**config.mk**
```make
export PLATFORM = sky130hd
export DESIGN_NAME = dump_on_ctrl
export DESIGN_NICKNAME = d
export VERILOG_FILES = /design/src/rtl/dump_on_ctrl.sv
export SDC_FILE = /design/constraint.sdc
export NUM_CORES = 1
export LEC_CHECK = 0
export CAP_MARGIN = 40
export CORE_ASPECT_RATIO = 0.6
export CORE_MARGIN = 5
export CORE_UTILIZATION = 45
export DETAILED_ROUTE_END_ITERATION = 12
export PLACE_DENSITY = 0.74
export SYNTH_ARGS = -nofsm -noshare
export SYNTH_HDL_FRONTEND = slang
export SYNTH_SLANG_ARGS = --single-unit
```
**constraint.sdc**
```tcl
create_clock -name clk_sys -period 2 [get_ports clk_sys]
set_input_delay 0.3 -clock clk_sys [delete_from_list [all_inputs] [get_ports clk_sys]]
set_output_delay 0.3 -clock clk_sys [all_outputs]
set_load 0.01 [all_outputs]
```
**src/rtl/dump_on_ctrl.sv**
```systemverilog
// Delayed dump-switch enable: a rising edge on state_start arms a timer, and
// dump_on then goes high for a fixed number of cycles. Further starts are ignored until the pulse completes.
module dump_on_ctrl #(
    parameter int unsigned DLY_CYC = 10,
    parameter int unsigned ON_CYC  = 50
) (
    input  logic clk_sys,
    input  logic rst_n,
    input  logic state_start,
    output logic dump_on
);

    typedef enum logic [1:0] {
        IDLE,
        DELAY,
        ON
    } state_t;

    localparam logic [15:0] DLY_LAST = 16'(DLY_CYC - 1);
    localparam logic [15:0] ON_LAST  = 16'(ON_CYC - 1);

    state_t      state_q;
    logic [15:0] cnt_q;
    logic        start_q;
    logic        go_q;
    logic        dump_on_q;

    always_ff @(posedge clk_sys or negedge rst_n) begin
        if (!rst_n) begin
            state_q   <= IDLE;
            cnt_q     <= '0;
            start_q   <= 1'b0;
            go_q      <= 1'b0;
            dump_on_q <= 1'b0;
        end else begin
            start_q <= state_start;
            // Edges are only accepted while already idle, so an edge that coincides
            // with the return from ON is dropped rather than queued.
            go_q    <= state_start & ~start_q & (state_q == IDLE);
            case (state_q)
                IDLE: begin
                    cnt_q <= '0;
                    if (go_q) begin
                        if (DLY_CYC == 0) begin
                            state_q   <= ON;
                            dump_on_q <= 1'b1;
                        end else begin
                            state_q <= DELAY;
                        end
                    end
                end
                DELAY: begin
                    if (cnt_q == DLY_LAST) begin
                        state_q   <= ON;
                        cnt_q     <= '0;
                        dump_on_q <= 1'b1;
                    end else begin
                        cnt_q <= cnt_q + 16'd1;
                    end
                end
                ON: begin
                    if (cnt_q == ON_LAST) begin
                        state_q   <= IDLE;
                        cnt_q     <= '0;
                        dump_on_q <= 1'b0;
                    end else begin
                        cnt_q <= cnt_q + 16'd1;
                    end
                end
                default: begin
                    state_q   <= IDLE;
                    cnt_q     <= '0;
                    dump_on_q <= 1'b0;
                end
            endcase
        end
    end

    assign dump_on = dump_on_q;

endmodule

```
; Word-level counts from Yosys, hierarchy flattened
; Index checks and enable logic that the tools add are counted.
[word_totals]
regBits = 21
in_bits = 3
output_inout_bits = 1
[op_classes]
addsub = 1
n_eq_ne = 7
muxes = 10
bitwise_logic = 4
reduce_logical = 3
[op_table]
columns = cell, n
row1 = two-way mux 16 bit, 2
row2 = case mux 16 bit (2 select lines), 1
row3 = adder 16 x 1 -> 16 bit (second input constant), 1
row4 = == test 16 x 4 -> 1 bit (second input constant), 1
row5 = == test 16 x 6 -> 1 bit (second input constant), 1
row6 = two-way mux 2 bit, 3
row7 = != test 2 bit (second input constant), 3
row8 = case mux 2 bit (3 select lines), 1
row9 = AND reduction 3 bit, 2
row10 = case mux 1 bit (3 select lines), 1
row11 = bitwise AND 1 bit, 2
row12 = == test 2 x 1 -> 1 bit (second input constant), 1
row13 = == test 2 bit (second input constant), 1
row14 = zero test 2 bit, 1
row15 = two-way mux 1 bit, 2
row16 = inverter 1 bit, 2

; Logic depth before layout (Yosys ltp)
[logic_depth]
word_depth = 3
depth_mapped = 7
mapped_depth_nobuf = 6

; Least setup slack after synthesis
; OpenSTA, ideal clock, no wires.
[synth_path]
path_type = register -> register
start = reg state_q[0]
end = reg cnt_q[15]
setup_time_ps = 119
t_arrival_ps = 1708
required_ps = 1881
slack_ps = 173
path_stages_with_launch = 8
cell_sequence = dfrtp_1 -> inv_1 -> ha_1 -> or4b_1 -> and3_4 -> o21ai_4 -> buf_6 -> nor2_1
[synth_between]
elab_chain_len = 2
word_cells_on_any_way = 3
cone_classes = 2 x eq/ne / 1 x mux
[synth_rtl]
columns = element, line_no
row1 = from (decl), 22  ; state_t state_q;
row2 = from (signal assigned), 30  ; state_q <= IDLE;
row3 = from (signal assigned), 45  ; state_q <= ON;
row4 = from (signal assigned), 48  ; state_q <= DELAY;
row5 = == test 2 bit / == test 2 x 1 -> 1 bit (equally long branches), 40  ; case (state_q)
row6 = case mux 16 bit (2 select lines) (*), 40
row7 = to (signal assigned), 58  ; cnt_q <= cnt_q + 16'd1;
row8 = to (signal assigned), 67  ; cnt_q <= cnt_q + 16'd1;
row9 = to (decl), 23  ; logic [15:0] cnt_q;
; Every way passes the cells marked *; elsewhere a longest branch is shown, timed or not.
; A chain may end at the register's enable or synchronous reset.

; Worst setup path in the final report
[layout_path]
start = reg state_q[0]
end = reg cnt_q[7]
; Same word-level chain as after synthesis.

==> impl_results.md <==
* Outcome: finished clean
* Largest fanout on the critical path at 16
* Number of global-route vias before repair at 821
* WS Path Type: register to register
* FP Rows at 13
* Tot Pwr at around 1.3 mW
* Most common cell in the netlist: dfrtp_1
* Slew @ Worst Pin at between 0.4 and 0.5 ns
* Yosys Warn Count at 0
* CTS-repair resized insts at 0
* Mapped Nets at 117
* CTS tree: built
* Pwr dens at approximately 1000 nW/um^2
* Worst-Skew Late Latency at roughly 0.26 ns
* FMAX at 526 MHz
* Post-synth top area share at 0.484
* RePlAce Congestion at 0.799
* Crit-path slowest cell: or4b_1
* PortBufs at 3
* Worst-path clk slew at roughly 0.070 ns
* Buf+Inv Stages, Crit Path at 2
* CTS Buf Count at 3
* Max Cap Viol at 0
* Critical-path cell list: inv_1 > ha_1 > or4b_1 > and3_4 > o21ai_4 > buf_12 > nor2_1
* Die Ht at between 40 and 50 um
* Fin Hold WS at between 0.3 and 0.4 ns
* Number of antenna diodes at 0
* Main synth FF type: dfrtp_1
* Slew headroom at 0.686
* Final net count at about 130
* Fin crit period at about 1.9 ns
* DRT Pass-1 Iters at 4
* Synthesized flop and latch total at 21
* H-tree depth at 1
* Register area share after synthesis at 0.484
* Critical path data arrival time at roughly 2.1 ns
* GR Util All Layers at 0.140
* Area leader, netlist: dfrtp_1
* Final setup violation count at 0
* Design area at 1230 sq um
* Mapped Cells at around 110
* Core ar. at about 2200 sq um
* Fillers at 205
* Avg Inst Size Synth at between 9 and 10 sq um
* Iter 0 DRT Violations at 53
* Fin crit share at 0.950
* Setup Buffers After CTS at 0
* Initial antenna violation count at 0
* Total gr overflow at 0
* Synth-to-layout area growth at 13.3%
* Synth unique cells at 24
* Hold Buf Count CTS at 0
* Slowest stage delay, CP at around 0.53 ns
* CP Data Required Time at 2.15 ns
* Total Wirelength at roughly 2.1 mm
* Top Family by Delay on Critical Path: simple AND/OR/NAND/NOR gates
* Max Slew Vio Count at 0
* Worst hold-check path type: input port to asynchronous set/reset pin
* Vias at approximately 800
* Final setup TNS at 0 ns
* Antenna-violating nets left at 0
* Synth Cell Area at around 1100 sq um
* Die W at around 73 um
* Detail Placement HPWL at between 1.5 and 2 mm
* Share of cells above drive strength 1 at 0.0932
* RSZ-0062 raised after global routing: no
* Post-place instance area at between 1000 and 1500 sq um
* Top post-synthesis cells by count: dfrtp_1, nor2_1, xnor2_1
* First-pass GRT wire length at about 3.7 mm
* Clock Path Buffers at 2
* IO Count at 4
* Post-DR wirelength/cell at around 14 um
* Largest net degree at the start of global routing at 22
* Fin. Hold Viols at 0
* Drt drc at 0
* Clk sink count at 21
* Crit path capture type: register
* Root buf cell: clkbuf_8
* Crit path launch type: register
* Pleak at ~0.48 nW
* Peak VDD IR at ~0.00051 V
* Setup Skew at 0.00178 ns
* Initial core utilization at 0.487
* Synth async-reset ratio at 1.00
* Cells taking the most area after synthesis: dfrtp_1, xnor2_1, nor2_1
* DR vias/cell at approximately 5.6
* Die ar. at roughly 3500 sq um
* Number of flops mapped to enable cells by yosys at 0
metrics by stage:
step                 util  setup slack [ns]  instances
CTS                 0.549             0.106        148
global route        0.551            0.0369        148
finish              0.551            0.0998        148
global placement    0.528             0.178        144
detailed placement  0.528             0.117        144
floorplan               -             0.173        109
cell usage in the layout (no fill, tap or decap), types with 2 or more instances in the layout:
master | netlist | routed
inv_1 | 7 | 7
nand3_1 | 7 | 7
nor2_1 | 20 | 20
nor3_1 | 4 | 4
clkdlybuf4s50_1 | 0 | 3
dfrtp_1 | 21 | 21
a31oi_1 | 4 | 4
xnor2_1 | 13 | 13
buf_4 | 0 | 2
nor4_1 | 6 | 6
nand4_1 | 3 | 3
a21oi_1 | 3 | 3
clkbuf_8 | 0 | 3
nand2_1 | 4 | 4
ha_1 | 5 | 5
path summary, 6_finish.rpt:
check | slack (ns) | cells after the start | from | endpoint
max | 0.1 | 7 | state_q[0] | cnt_q[7]
min | 0.38 | 2 | rst_n | cnt_q[1]
max reg2reg | 0.1 | 7 | state_q[0] | cnt_q[7]
min reg2reg | 0.51 | 1 | cnt_q[0] | cnt_q[0]
max in group asynchronous | 1.41 | 2 | rst_n | cnt_q[5]
min in group clk_sys | 0.51 | 1 | state_start | start_q
registers in the layout, indices dropped and copies added (netlist names):
name and flops:
go_q 1, cnt_q 16, dump_on 1, start_q 1
state_q 2
where the power goes:
part	internal, mW	total, mW	switching, mW
registers	0.461	0.488	0.0266
logic	0.215	0.503	0.289
clock network	0.139	0.270	0.132
total	0.815	1.26	0.447
per-layer routing:
layer | GRT usage | part of all wire
met1 | 0.188 | 0.49
met2 | 0.208 | 0.45
met3 | 0.0629 | 0.059
met4 | 0.0361 | 0.0070
met5 | 0 | 0
kinds of logic (layout without fill, tap and decap cells):
kind of cell               Yosys count  after routing  share of synthesized area
AOI/OAI and AO/OA                   10             10                     0.0669
and+or+nand+nor                     51             51                      0.243
xor gates and xnor gates            14             14                      0.113
adders and majority gates            5              5                     0.0577
buffers and inverters                8             17                     0.0346
DFF                                 21             21                      0.484
worst reg2reg max path: cells and delay by family, from the launching register on:
| kind | cells | cell delay (ns) |
|---|---|---|
| AND/OR/NAND/NOR | 3 | 0.81 |
| adder cells (fa/ha/maj) | 1 | 0.24 |
| flip-flops | 1 | 0.35 |
| buffers and inverters | 2 | 0.24 |
| AO/OA/AOI/OAI | 1 | 0.16 |
final cells by class:
type	instances	area (sq um)	share of cell area
repair buffers	6	65.1	0.0530
clock buffers	3	41.3	0.0336
well taps	30	37.5	0.0305
inverters	7	26.3	0.0214
flip-flops and latches	21	526	0.428
clock inverters	1	5.00	0.00407
multi-input cells	80	528	0.430
No activity file was read; power rests on OpenSTA's default activity.
